--- config.mk ---
export PLATFORM = sky130hd
export DESIGN_NAME = aes_blk_fetch
export DESIGN_NICKNAME = d
export VERILOG_FILES = /design/src/rtl/aes_blk_fetch.sv
export SDC_FILE = /design/constraint.sdc
export NUM_CORES = 1
export LEC_CHECK = 0
export ABC_AREA = 1
export CORE_MARGIN = 2
export CORE_UTILIZATION = 50
export CTS_CLUSTER_DIAMETER = 200
export CTS_CLUSTER_SIZE = 8
export DETAILED_ROUTE_END_ITERATION = 8
export PLACE_DENSITY = 0.81
export SYNTH_ARGS = -nofsm -noshare
export SYNTH_HDL_FRONTEND = slang
export SYNTH_SLANG_ARGS = --single-unit
--- constraint.sdc ---
create_clock -name clk -period 3.34 [get_ports clk]
set_clock_uncertainty 0.1 [all_clocks]
set_input_delay 0.334 -clock clk [delete_from_list [all_inputs] [get_ports clk]]
set_output_delay 0.334 -clock clk [all_outputs]
set_load 0.03 [all_outputs]
--- src/rtl/aes_blk_fetch.sv ---
// ---------------------------------------------------------------------------
// aes_blk_fetch
// Block-fetch sequencer feeding the AES counter-mode datapath. On start it
// reads oplen bytes from XRAM starting at opaddr, one byte per handshake,
// packs them into 128-bit blocks (first byte in [127:120]) and presents each
// block on a valid/ready port with a last-block flag. A short final block is
// zero-padded.
//
// Optional feature macro: AES_FETCH_TIMEOUT_EN
//   defined   -> an ack watchdog aborts the operation after TO_CYC cycles in
//                FETCH without an ack (err pulse, back to IDLE, no done).
//   undefined -> no watchdog, err is constant 0, FETCH waits indefinitely.
//
// All outputs are registered and derived from the next-state values so they
// line up with the state register.
// ---------------------------------------------------------------------------
module aes_blk_fetch #(
   parameter int ADDR_W = 16,
   parameter int TO_CYC = 255
) (
   input  logic              clk,
   input  logic              rst,
   input  logic              start,
   input  logic [ADDR_W-1:0] opaddr,
   input  logic [ADDR_W-1:0] oplen,
   output logic              busy,
   output logic [ADDR_W-1:0] xram_addr,
   output logic              xram_stb,
   input  logic              xram_ack,
   input  logic [7:0]        xram_data_in,
   output logic [127:0]      blk_data,
   output logic              blk_valid,
   input  logic              blk_ready,
   output logic              blk_last,
   output logic              done,
   output logic              err
);

   // State encoding
   localparam logic [1:0] ST_IDLE    = 2'd0;
   localparam logic [1:0] ST_FETCH   = 2'd1;
   localparam logic [1:0] ST_PRESENT = 2'd2;
   localparam logic [1:0] ST_DONE    = 2'd3;

   // Registered state and datapath
   logic [1:0]        state_r;
   logic [ADDR_W-1:0] addr_r;
   logic [ADDR_W-1:0] rem_r;
   logic [3:0]        bidx_r;
   logic [127:0]      data_r;

   // Registered outputs
   logic busy_r;
   logic stb_r;
   logic valid_r;
   logic last_r;
   logic done_r;
   logic err_r;

   // Next-state values
   logic [1:0]        state_s;
   logic [ADDR_W-1:0] addr_s;
   logic [ADDR_W-1:0] rem_s;
   logic [3:0]        bidx_s;
   logic [127:0]      data_s;
   logic              err_s;

   // Qualified handshakes: acks only count while the request is up
   logic ack_s;
   logic hs_s;
   logic timeout_s;

   assign ack_s = stb_r & xram_ack;
   assign hs_s  = valid_r & blk_ready;

`ifdef AES_FETCH_TIMEOUT_EN
   localparam int TO_W = $clog2(TO_CYC + 1);
   localparam logic [TO_W-1:0] TO_LAST = TO_W'(TO_CYC - 1);

   logic [TO_W-1:0] to_cnt_r;

   // Counts consecutive ack-less FETCH cycles; zero on entry and on each ack
   always_ff @(posedge clk) begin
      if (rst) begin
         to_cnt_r <= '0;
      end else if ((state_r == ST_FETCH) && !ack_s) begin
         to_cnt_r <= to_cnt_r + {{(TO_W-1){1'b0}}, 1'b1};
      end else begin
         to_cnt_r <= '0;
      end
   end

   // The TO_CYC-th consecutive cycle without an ack ends the operation
   always_comb begin
      timeout_s = 1'b0;
      if ((state_r == ST_FETCH) && !ack_s && (to_cnt_r == TO_LAST)) begin
         timeout_s = 1'b1;
      end else begin
         timeout_s = 1'b0;
      end
   end
`else
   assign timeout_s = 1'b0;
`endif

   // Next-state, address, counters and block assembly
   always_comb begin
      state_s = state_r;
      addr_s  = addr_r;
      rem_s   = rem_r;
      bidx_s  = bidx_r;
      data_s  = data_r;
      err_s   = 1'b0;
      case (state_r)
         ST_IDLE: begin
            if (start) begin
               addr_s = opaddr;
               rem_s  = oplen;
               bidx_s = 4'd0;
               data_s = 128'd0;
               if (oplen == {ADDR_W{1'b0}}) begin
                  state_s = ST_DONE;
               end else begin
                  state_s = ST_FETCH;
               end
            end else begin
               state_s = ST_IDLE;
            end
         end
         ST_FETCH: begin
            if (ack_s) begin
               // lane 15-bidx: bit offset (15-bidx)*8 == {~bidx,3'b000}
               data_s[{~bidx_r, 3'b000} +: 8] = xram_data_in;
               addr_s = addr_r + {{(ADDR_W-1){1'b0}}, 1'b1};
               rem_s  = rem_r - {{(ADDR_W-1){1'b0}}, 1'b1};
               bidx_s = bidx_r + 4'd1;
               if ((bidx_r == 4'd15) || (rem_r == {{(ADDR_W-1){1'b0}}, 1'b1})) begin
                  state_s = ST_PRESENT;
               end else begin
                  state_s = ST_FETCH;
               end
            end else if (timeout_s) begin
               err_s   = 1'b1;
               state_s = ST_IDLE;
            end else begin
               state_s = ST_FETCH;
            end
         end
         ST_PRESENT: begin
            if (hs_s) begin
               if (rem_r != {ADDR_W{1'b0}}) begin
                  data_s  = 128'd0;
                  bidx_s  = 4'd0;
                  state_s = ST_FETCH;
               end else begin
                  state_s = ST_DONE;
               end
            end else begin
               state_s = ST_PRESENT;
            end
         end
         ST_DONE: begin
            state_s = ST_IDLE;
         end
         default: begin
            state_s = ST_IDLE;
         end
      endcase
   end

   // State, datapath and registered outputs; rst clears everything
   always_ff @(posedge clk) begin
      if (rst) begin
         state_r <= ST_IDLE;
         addr_r  <= '0;
         rem_r   <= '0;
         bidx_r  <= 4'd0;
         data_r  <= 128'd0;
         busy_r  <= 1'b0;
         stb_r   <= 1'b0;
         valid_r <= 1'b0;
         last_r  <= 1'b0;
         done_r  <= 1'b0;
         err_r   <= 1'b0;
      end else begin
         state_r <= state_s;
         addr_r  <= addr_s;
         rem_r   <= rem_s;
         bidx_r  <= bidx_s;
         data_r  <= data_s;
         busy_r  <= (state_s != ST_IDLE);
         stb_r   <= (state_s == ST_FETCH);
         valid_r <= (state_s == ST_PRESENT);
         last_r  <= (state_s == ST_PRESENT) && (rem_s == {ADDR_W{1'b0}});
         done_r  <= (state_s == ST_DONE);
         err_r   <= err_s;
      end
   end

   assign busy      = busy_r;
   assign xram_addr = addr_r;
   assign xram_stb  = stb_r;
   assign blk_data  = data_r;
   assign blk_valid = valid_r;
   assign blk_last  = last_r;
   assign done      = done_r;
   assign err       = err_r;

endmodule

# After elaboration in Yosys (flattened, before gate mapping)
# Cells that the tools add are included.
[classes]
add_sub_neg = 4
n_mul = 0
div = 0
order_cmp = 0
eq_ne = 12
shift = 2
mux = 24
n_bitwise = 3
reduce_logical = 11
[op_table]
columns = ["cell", "count"]
rows = [
  ["$mux 128", 4],
  ["$pmux 128 s3", 1],
  ["$bwmux 128", 1],
  ["$shift 8x9->128 const A", 1],
  ["$shiftx 8x9->128", 1],
  ["$mux 16", 4],
  ["$pmux 16 s2", 2],
  ["$logic_not 16->1", 2],
  ["$add 16x1->16 const B", 1],
  ["$eq 16x1->1 const B", 1],
  ["$mux 4", 4],
  ["$reduce_bool 16->1", 1],
  ["$sub 16x1->16 const B", 1],
  ["$mux 2", 6],
  ["$pmux 4 s3", 1],
  ["$neg 7->9", 1],
  ["$eq 2x2->1 const B", 4],
  ["$ne 2x2->1 const B", 4],
  ["$pmux 2 s4", 1],
  ["$reduce_and 5->1", 1],
  ["$add 4x1->4 const B", 1],
  ["$eq 2x1->1 const B", 2],
  ["$eq 4x4->1 const B", 1],
  ["$not 4->4", 1],
  ["7 further kinds", 9],
]
[word_totals]
register_bits = 171
latch_bits = 0
ramBits = 0
rom_bits = 0
input_bits = 45
out_inout_bits = 150
n_memories = 0

# Longest topological paths before layout
# Gate-level depths: netlist (run 1).
[logic_depth]
ltp_word = 7
mapped_depth = 14
mapped_depth_nobuf = 14

# Worst setup path after synthesis (run 1)
# OpenSTA, ideal clock, no wires.
[synth_path]
kind = "register to register"
from = "reg bidx_r[0]"
to = "reg data_r[83] (netlist: blk_data[83])"
setup_ps = 132
t_arrival_ps = 2204
required_ps = 3108
setup_slack_ps = 904
path_stages_with_launch = 11
n_path_buf = 1
cell_sequence = "dfxtp_1 clkinv_1 clkbuf_1 ha_1 clkinv_1 nor2_1 nand2_1 nor2_2 o21ai_2 nand2_1 a21oi_1"
[synth_via]
elab_chain_len = 6
elab_cells_between_ends = 7
cone_classes = "add/sub (1); shift (2); mux (3); bitwise (1)"
[synth_lines]
columns = ["element", "line", "rtl"]
rows = [
  ["start, declared", "49", "logic [3:0] bidx_r;"],
  ["start signal, assigned", "189", "bidx_r <= bidx_s;"],
  ["$not 4->4 *", "133", "data_s[{~bidx_r, 3'b000} +: 8] = xram_data_in;"],
  ["$neg 7->9 *", "133", ""],
  ["$shiftx 8x9->128 / $shift 8x9->128 (equally long branches)", "133", ""],
  ["$bwmux 128 *", "133", ""],
  ["$mux 128 *", "131", "if (ack_s) begin"],
  ["$pmux 128 s3 *", "114", "case (state_r)"],
  ["end signal, assigned", "190", "data_r <= data_s;"],
  ["end, declared", "50", "logic [127:0] data_r;"],
]
# Every way passes the cells marked *; elsewhere a longest branch is shown, timed or not. The select of a mux whose other input is x is not followed.
# A chain may end at the register's enable or synchronous reset.

# Worst setup path in the final report (run 1)
[layout_path]
from = "reg bidx_r[0]"
to = "reg data_r[19] (netlist: blk_data[19])"
# The elaborated chain is that of the path after synthesis.

==> impl_metrics.env, run 1 <==
export IMPL_status="complete, no violations"
export IMPL_post_drt_wl_per_cell_um=15.4
export IMPL_gp_congestion=0.913
export IMPL_cts_made_buffers=17
export IMPL_drcViolationCount=0
export IMPL_drt_wl_total_um=23100
export IMPL_dr_total_vias=8034
export IMPL_ctsHoldBuffers=0
export IMPL_yosysTopAreaCellShare_pct=43.8
export IMPL_maxCapViolations=0
export IMPL_layout_drive_gt1_share_pct=7.59
export IMPL_yosys_warnings=0
export IMPL_n_fill_cell=1270
export IMPL_p_leak_nw=3.78
export IMPL_cts_setup_buffers=0
export IMPL_setup_tns_ns=0
export IMPL_hpwl_um=16400
export IMPL_dpl_instance_area_um2=9890
export IMPL_avgSynthCellArea_um2=7.12
export IMPL_rsz0062_at_grt="no"
export IMPL_antenna_cells=0
export IMPL_startpoint="bidx_r[0]$_SDFFE_PP0P_"
export IMPL_report_final_slew_viol_count=0
export IMPL_crit_arrival_ns=3.01
export IMPL_drtIter0Drc=709
export IMPL_area_delta_synth_final_pct=34.2
export IMPL_total_power_mw=4.68
export IMPL_crit_end="blk_data[19]$_SDFFE_PP0P_"
export IMPL_io_buffers=193
export IMPL_required_ns=3.53
export IMPL_setup_violations=0
export IMPL_die_w_um=129
export IMPL_ir_worst_vdd_mv=0.410
export IMPL_fin_util_pct=68.7
export IMPL_path_buf_inv=2
export IMPL_rr_worst_depth=9
export IMPL_r2r_start="bidx_r[0]$_SDFFE_PP0P_"
export IMPL_grt_max_degree=160
export IMPL_slowest_delay_ns=0.58
export IMPL_synth_cell_types=45
export IMPL_antenna_found_initial=0
export IMPL_netlist_instances=1097
export IMPL_worstPathCellList="clkinv_1 -> ha_1 -> clkinv_1 -> nor2_1 -> nand2_1 -> nor2_2 -> o21ai_4 -> nand2_1 -> a21oi_1"
export IMPL_powerDensity_nw_per_um2=447
export IMPL_crit_path_end_kind="flip-flop"
export IMPL_h_tree_depth=4
export IMPL_syn_num_nets=1148
export IMPL_clock_latency_ns=0.43
export IMPL_core_area_um2=15300
export IMPL_final_min_clock_period_ns=2.83
export IMPL_grt_pass1_vias=7345
export IMPL_critical_path_top_delay_family="simple AND/OR/NAND/NOR gates"
export IMPL_ant_nets=0
export IMPL_first_pass_iters=7
export IMPL_register_area_um2=3420
export IMPL_tritoncts="built"
export IMPL_rows=45
export IMPL_grt_pass1_wl_um=36800
export IMPL_nets=1329
export IMPL_pin_count=195
export IMPL_criticalPathCategory="reg2reg"
export IMPL_cp_num_cells=9
export IMPL_clkTransAtPathRegs_ns=0.07
export IMPL_finalCritPeriodShare_pct=84.6
export IMPL_start_util_pct=51.2
export IMPL_final_cell_area_um2=10500
export IMPL_hold_viol_final=0
export IMPL_cts_buffer_depth=2
export IMPL_dieArea_um2=16600
export IMPL_synth_area_um2=7810
export IMPL_fin_cells=1502
export IMPL_ctsResizeCount=0
export IMPL_hold_depth=4
export IMPL_yosysTopAreaCell="dfxtp_1"
export IMPL_worst_pin_slew_ns=0.859
export IMPL_ys_seq_area_share_pct=43.8
export IMPL_grt_overflow=0
export IMPL_regToRegSetupSlack_ns=0.51
export IMPL_die_h_um=129
export IMPL_crit_fanout=12
export IMPL_maxSlewHeadroom_pct=42.5
export IMPL_reg2reg_to="blk_data[19]$_SDFFE_PP0P_"
export IMPL_grt_usage_pct=27.7
export IMPL_final_common_cell="nand2_1"
export IMPL_layout_common_cells="nand2_1 (380), clkdlybuf4s50_1 (192), dfxtp_1 (171)"
export IMPL_vias_per_cell=5.35
export IMPL_cp_start_kind="flip-flop"
export IMPL_clkSinkCount=171
export IMPL_fmax_mhz=354
export IMPL_root_buffer="clkbuf_16"
export IMPL_slowest_stage="ha_1"
export IMPL_ys_ff_latch=171
export IMPL_min_path_type="in2reg"
export IMPL_multi_input_area_um2=3990
export IMPL_synthTopCellsByArea="dfxtp_1 (44%), nand2_1 (18%), a21oi_1 (10%), nor2_1 (5.6%), inv_1 (2.5%)"
export IMPL_dp_cells=1470
-- routing by layer --
metal,vias up,GRT usage (%),share of wire (%)
li1,3938,-,-
met5,-,0,0
met1,3655,39.3,45
met2,391,42.1,45
met4,0,10.2,2.7
met3,50,5.24,8.1
-- where the power goes --
group	internal, mW	switching, mW	total (mW)
registers	2.08	0.0454	2.12
logic	0.210	0.387	0.597
clock network	1.06	0.902	1.96
total	3.35	1.34	4.68
-- Yosys cell counts --
cell type and n:
a22oi_1 10, o21ai_2 7, ha_1 6, nor3_1 5
and2_1 2, a21o_1 1, buf_1 2, nor2_4 2
nand2_1 381, xnor2_1 5, clkinv_1 2, nand2_4 1
xor2_1 3, clkbuf_1 22, buf_6 1, inv_1 52
nor2_2 7, nand3_1 37, nand2_2 14, nand4_1 5
a31oi_1 5, buf_2 8, nor2_8 1, o22ai_1 1
inv_6 1, o21bai_1 2, inv_2 1, o211ai_1 3
nand4_2 1, inv_4 2, nor2_1 117, nor3_2 1
nor3_4 8, a21oi_1 162, o31ai_1 2, dfxtp_1 171
nand3_4 1, a221oi_1 1, buf_4 4, nand3b_1 2
o21ai_0 24, conb_1 1, or2_2 3, o21ai_4 9
a211oi_1 1
-- sequential cells by signal, summed over array words and instances (netlist names) --
| name | cells |
|---|---|
| busy | 1 |
| xram_addr | 16 |
| blk_valid | 1 |
| blk_data | 128 |
| blk_last | 1 |
| xram_stb | 1 |
| state_r | 2 |
| rem_r | 16 |
| done | 1 |
| bidx_r | 4 |
-- worst min-delay path: stages --
cell	delay (ns)
buf_4	0.10
inv_1	0.12
o21ai_0	0.11
a21oi_1	0.04
-- cells by family (layout without fill, tap and decap cells) --
family	count (synthesis)	after routing	synth area share [%]
buffers and inverters	95	289	5.11
flip-flops	171	171	43.8
AO/OA/AOI/OAI	228	228	17.0
XOR/XNOR	8	8	0.897
other	1	1	0.0480
AND/OR/NAND/NOR	588	588	32.2
adder cells (fa/ha/maj)	6	6	0.961
-- how the worst min path moves through the flow --
stage | from | end | slack [ns]
6_report | rst | xram_addr[2]$_SDFFE_PP0P_ | 0.22
3_3_place_gp | blk_data[115]$_SDFFE_PP0P_ | blk_data[115]$_SDFFE_PP0P_ | 0.35
3_5_place_dp | blk_data[72]$_SDFFE_PP0P_ | blk_data[72]$_SDFFE_PP0P_ | 0.35
2_1_floorplan | opaddr[0] | xram_addr[0]$_SDFFE_PP0P_ | 0.39
4_1_cts | rst | bidx_r[0]$_SDFFE_PP0P_ | 0.21
5_1_grt | rst | xram_addr[1]$_SDFFE_PP0P_ | 0.24
-- cell type report --
type,instances,area share (%)
clock buffer,18,4.10
clock inverter,14,1.50
inverter,58,2.17
tap,211,2.52
timing repair buffer,199,19.0
sequential,171,32.7
multi-input combinational,831,38.1
-- per-stage QoR --
stage	hold WS, ns	worst slack (ns)
5_1_grt	0.238	0.258
3_5_place_dp	0.354	0.562
6_report	0.216	0.514
3_3_place_gp	0.349	0.720
2_1_floorplan	0.395	0.904
4_1_cts	0.205	0.549
No activity file was read; power rests on OpenSTA's default activity.
==> run 2, diff against run 1 <==
Clock period 3.34 ns to 2.75 ns, I/O delays scaled along.
==> impl_metrics.env, run 2 (synthesis results as in run 1) <==
export IMPL_grt_pass1_vias=7568
export IMPL_criticalPathCategory="reg2reg"
export IMPL_grt_overflow=0
export IMPL_clock_latency_ns=0.42
export IMPL_clkPwrFrac_pct=41.6
export IMPL_ctsHoldBuffers=0
export IMPL_nets=1344
export IMPL_crit_path_end_kind="flip-flop"
export IMPL_final_min_clock_period_ns=2.43
export IMPL_die_w_um=129
export IMPL_ant_nets=0
export IMPL_h_tree_depth=4
export IMPL_layout_drive_gt1_share_pct=8.65
export IMPL_hold_viol_final=0
export IMPL_rows=45
export IMPL_largest_reg_flops=128
export IMPL_final_common_cell="nand2_1"
export IMPL_setup_violations=0
export IMPL_crit_arrival_ns=2.62
export IMPL_dieArea_um2=16600
export IMPL_pre_cts_ws_ns=0.415
export IMPL_tritoncts="built"
export IMPL_status="complete, no violations"
export IMPL_cts_made_buffers=17
export IMPL_finalCritPeriodShare_pct=88.2
export IMPL_dr_total_vias=8075
export IMPL_start_util_pct=51.2
export IMPL_grt_usage_pct=27.8
export IMPL_n_fill_cell=1266
export IMPL_total_power_mw=5.67
export IMPL_post_drt_wl_per_cell_um=15.2
export IMPL_crit_fanout=10
export IMPL_pin_count=195
export IMPL_p_sw_mw=1.53
export IMPL_slowest_stage="dfxtp_1"
export IMPL_fmax_mhz=412
export IMPL_hold_slack_ns=0.194
export IMPL_setup_tns_ns=0
export IMPL_rsz0062_at_grt="no"
export IMPL_seq_power_share_pct=45.4
export IMPL_slowest_delay_ns=0.43
export IMPL_clkSinkCount=171
export IMPL_drtIter0Drc=678
export IMPL_antenna_cells=0
export IMPL_grt_max_degree=91
export IMPL_startpoint="bidx_r[0]$_SDFFE_PP0P_"
export IMPL_dp_cells=1485
export IMPL_path_buf_inv=2
export IMPL_gp_congestion=0.932
export IMPL_grt_pass1_wl_um=36700
export IMPL_power_frac_comb_pct=13.0
export IMPL_p_leak_nw=3.85
export IMPL_powerDensity_nw_per_um2=536
export IMPL_ctsResizeCount=0
export IMPL_hpwl_um=16600
export IMPL_critical_path_top_delay_family="simple AND/OR/NAND/NOR gates"
export IMPL_maxCapViolations=0
export IMPL_fin_cells=1517
export IMPL_root_buffer="clkbuf_16"
export IMPL_r2r_start="bidx_r[0]$_SDFFE_PP0P_"
export IMPL_ir_worst_vdd_mv=0.426
export IMPL_cp_start_kind="flip-flop"
export IMPL_p_int_mw=4.14
export IMPL_report_final_slew_viol_count=0
export IMPL_worstHoldStart="rst"
export IMPL_required_ns=2.94
export IMPL_clkTransAtPathRegs_ns=0.07
export IMPL_p_sw_share_pct=27.0
export IMPL_first_pass_iters=5
export IMPL_die_h_um=129
export IMPL_cts_setup_buffers=0
export IMPL_drcViolationCount=0
export IMPL_core_area_um2=15300
export IMPL_antenna_found_initial=0
export IMPL_area_delta_synth_final_pct=35.6
export IMPL_worstPathCellList="clkinv_1 -> ha_1 -> clkinv_1 -> nor2_1 -> nand2_1 -> nor2_2 -> o21ai_4 -> nand2_1 -> a21oi_1"
export IMPL_vias_per_cell=5.32
export IMPL_setup_ws_ns=0.323
export IMPL_layout_common_cells="nand2_1 (380), clkdlybuf4s50_1 (192), dfxtp_1 (171)"
export IMPL_maxSlewHeadroom_pct=52.4
export IMPL_io_buffers=193
export IMPL_drt_wl_total_um=23100
export IMPL_worst_pin_slew_ns=0.714
export IMPL_min_path_type="in2reg"
export IMPL_cts_buffer_depth=2
## run 2: changes by cell type in the layout (fill, tap and decap cells not counted), sizes merged
cell / previous run / this run
buf: 7 / 22
clkbuf: 18 / 22
clkinv: 7 / 4
clkinvlp: 1 / 4
inv: 63 / 59
## run 2: worst paths after layout
check	to	slack [ns]	cells past startpoint
worst max-delay path	blk_data[17]$_SDFFE_PP0P_	0.32	9
worst min-delay path	xram_addr[1]$_SDFFE_PP0P_	0.19	4
worst max register to register	blk_data[17]$_SDFFE_PP0P_	0.32	9
worst min register to register	blk_data[8]$_SDFFE_PP0P_	0.36	2
## run 2: final cells by class
cell class	instances	area [um^2]	share of cell area (%)
Clock buffer	22	484	4.57
Multi-Input combinational cell	831	3990	37.7
Clock inverter	10	104	0.980
Sequential cell	171	3420	32.3
Tap cell	211	264	2.49
Timing Repair Buffer	214	2100	19.8
Inverter	58	228	2.15
## run 2: layer usage
layer / GRT usage [%] / up-vias / wire length [um]
met5: 0 / - / 0
met4: 10.9 / 0 / 626
met3: 5.36 / 56 / 1620
met2: 43.0 / 364 / 10500
met1: 38.4 / 3701 / 10400
li1: - / 3954 / -
## run 2: worst register-to-register path, cell delays in order (launching register included)
cell and delay, ns:
dfxtp_1 0.43, clkinv_1 0.13, ha_1 0.31, clkinv_1 0.22, nor2_1 0.25, nand2_1 0.13
nor2_2 0.37, o21ai_4 0.16, nand2_1 0.11, a21oi_1 0.08
## run 2: power groups by stage
stage / registers [mW] / logic (mW) / clock network [mW]
2_1_floorplan: 2.67 / 0.431 / 0
3_3_place_gp: 2.63 / 0.713 / 0
3_5_place_dp: 2.63 / 0.723 / 0
4_1_cts: 2.58 / 0.727 / 2.38
5_1_grt: 2.58 / 0.805 / 2.49
6_report: 2.58 / 0.735 / 2.36
## run 2: per-stage QoR
step | utilization, % | instance area [um^2]
2_1_floorplan | - | 7810
3_3_place_gp | 65.6 | 10000
3_5_place_dp | 65.6 | 10000
4_1_cts | 69.4 | 10600
5_1_grt | 69.4 | 10600
6_report | 69.4 | 10600
==> run 3, diff against run 2 <==
Settings changed: GPL_ROUTABILITY_DRIVEN set to 1, REMOVE_ABC_BUFFERS set to 1.
==> impl_metrics.env, run 3 (synthesis results as in run 1) <==
export IMPL_worstHoldStart="rst"
export IMPL_cp_start_kind="flip-flop"
export IMPL_core_area_um2=15300
export IMPL_die_h_um=129
export IMPL_p_int_mw=4.10
export IMPL_antenna_cells=0
export IMPL_pin_count=195
export IMPL_wl_met2_um=11000
export IMPL_clkTransAtPathRegs_ns=0.07
export IMPL_grt_max_degree=71
export IMPL_final_min_clock_period_ns=2.45
export IMPL_first_pass_iters=7
export IMPL_crit_arrival_ns=2.67
export IMPL_largest_reg_flops=128
export IMPL_wl_met1_um=9790
export IMPL_hold_depth=2
export IMPL_required_ns=2.96
export IMPL_seq_power_share_pct=45.1
export IMPL_rsz0062_at_grt="no"
export IMPL_antenna_found_initial=0
export IMPL_status="complete, no violations"
export IMPL_vias_per_cell=5.28
export IMPL_hpwl_um=16200
export IMPL_finalCritPeriodShare_pct=89.3
export IMPL_grt_pass1_vias=7362
export IMPL_p_leak_nw=3.85
export IMPL_grt_pass1_wl_um=36200
export IMPL_cts_made_buffers=17
export IMPL_top_layer="met4"
export IMPL_grt_overflow=0
export IMPL_dpl_instance_area_um2=10000
export IMPL_dr_total_vias=8010
export IMPL_setup_tns_ns=0
export IMPL_area_delta_synth_final_pct=35.6
export IMPL_powerDensity_nw_per_um2=539
export IMPL_worst_pin_slew_ns=0.553
export IMPL_crit_path_end_kind="flip-flop"
export IMPL_root_buffer="clkbuf_16"
export IMPL_setup_violations=0
export IMPL_h_tree_depth=4
export IMPL_ant_nets=0
export IMPL_die_w_um=129
export IMPL_clkSinkCount=171
export IMPL_dieArea_um2=16600
export IMPL_gp_congestion=0.887
export IMPL_final_cell_area_um2=10600
export IMPL_ir_worst_vdd_mv=0.511
export IMPL_fmax_mhz=407
export IMPL_start_util_pct=51.2
export IMPL_regToRegSetupSlack_ns=0.30
export IMPL_ctsResizeCount=0
export IMPL_layout_drive_gt1_share_pct=8.73
export IMPL_tritoncts="built"
export IMPL_maxCapViolations=0
export IMPL_r2r_start="bidx_r[0]$_SDFFE_PP0P_"
export IMPL_reg2reg_to="blk_data[86]$_SDFFE_PP0P_"
export IMPL_hold_viol_final=0
export IMPL_report_final_slew_viol_count=0
export IMPL_p_sw_share_pct=28.3
export IMPL_maxSlewHeadroom_pct=63.1
export IMPL_min_path_type="in2reg"
export IMPL_rr_worst_depth=9
export IMPL_drtIter0Drc=674
export IMPL_grt_usage_pct=27.4
export IMPL_p_sw_mw=1.61
export IMPL_io_buffers=193
export IMPL_rows=45
export IMPL_dr_wl_met3_um=1480
export IMPL_criticalPathCategory="reg2reg"
export IMPL_clkPwrFrac_pct=42.1
export IMPL_layout_common_cells="nand2_1 (380), clkdlybuf4s50_1 (192), dfxtp_1 (171)"
export IMPL_final_common_cell="nand2_1"
export IMPL_min_to="rem_r[7]$_SDFF_PP0_"
export IMPL_drt_wl_total_um=22900
export IMPL_ctsHoldBuffers=0
export IMPL_post_drt_wl_per_cell_um=15.1
export IMPL_clock_latency_ns=0.43
export IMPL_cts_buffer_depth=2
export IMPL_crit_fanout=10
export IMPL_nets=1344
export IMPL_cts_setup_buffers=0
export IMPL_drcViolationCount=0
export IMPL_n_fill_cell=1245
export IMPL_power_frac_comb_pct=12.8
run 3: power by group through the flow:
stage / combinational, mW / sequential [mW] / clock [mW]
after detailed placement: 0.720 / 2.63 / 0
after CTS: 0.725 / 2.57 / 2.43
after floorplan: 0.379 / 2.67 / 0
final: 0.729 / 2.58 / 2.40
after global routing: 0.800 / 2.58 / 2.55
after global placement: 0.714 / 2.63 / 0
run 3: how the worst max path moves through the flow:
stage	slack, ns	cells after the start	to	startpoint
6_report	0.30	9	blk_data[86]$_SDFFE_PP0P_	bidx_r[0]$_SDFFE_PP0P_
4_1_cts	0.32	9	blk_data[86]$_SDFFE_PP0P_	bidx_r[0]$_SDFFE_PP0P_
2_1_floorplan	-0.61	8	blk_data[10]$_SDFFE_PP0P_	state_r[0]$_SDFF_PP0_
3_3_place_gp	0.44	10	blk_data[104]$_SDFFE_PP0P_	xram_ack
5_1_grt	0.06	9	blk_data[83]$_SDFFE_PP0P_	bidx_r[0]$_SDFFE_PP0P_
3_5_place_dp	0.36	9	blk_data[18]$_SDFFE_PP0P_	bidx_r[0]$_SDFFE_PP0P_
run 3: layout make-up:
class                           count  area (um^2)  area share, %
Timing Repair Buffer              214         2100           19.8
Clock buffer                       18          439           4.14
Sequential cell                   171         3420           32.3
Multi-Input combinational cell    831         3990           37.7
Inverter                           58          228           2.15
Tap cell                          211          264           2.49
Clock inverter                     14          150           1.42
run 3: through the flow:
stage | power [mW] | hold WS, ns | worst slack (ns) | util (%) | std cells
6_report | 5.71 | 0.215 | 0.295 | 69.4 | 1517
3_5_place_dp | 3.35 | 0.352 | 0.362 | 65.6 | 1485
4_1_cts | 5.73 | 0.196 | 0.324 | 69.4 | 1517
3_3_place_gp | 3.34 | 0.348 | 0.437 | 65.6 | 1485
5_1_grt | 5.93 | 0.231 | 0.0614 | 69.4 | 1517
2_1_floorplan | 3.05 | 0.244 | -0.606 | - | 1060
run 3: metal layers:
metal  up-vias  track usage [%]
li1       3969                -
met1      3669             36.1
met2       321             45.3
met3        51             4.95
met4         0             10.0
met5         -                0
run 3: worst max-delay path, stage by stage, from the launching register on:
cell and delay [ns]:
dfxtp_1 0.43, clkinv_1 0.13, ha_1 0.32, clkinv_1 0.25
nor2_1 0.28, nand2_1 0.14, nor2_2 0.31, o21ai_2 0.19
nand2_1 0.11, a21oi_1 0.07
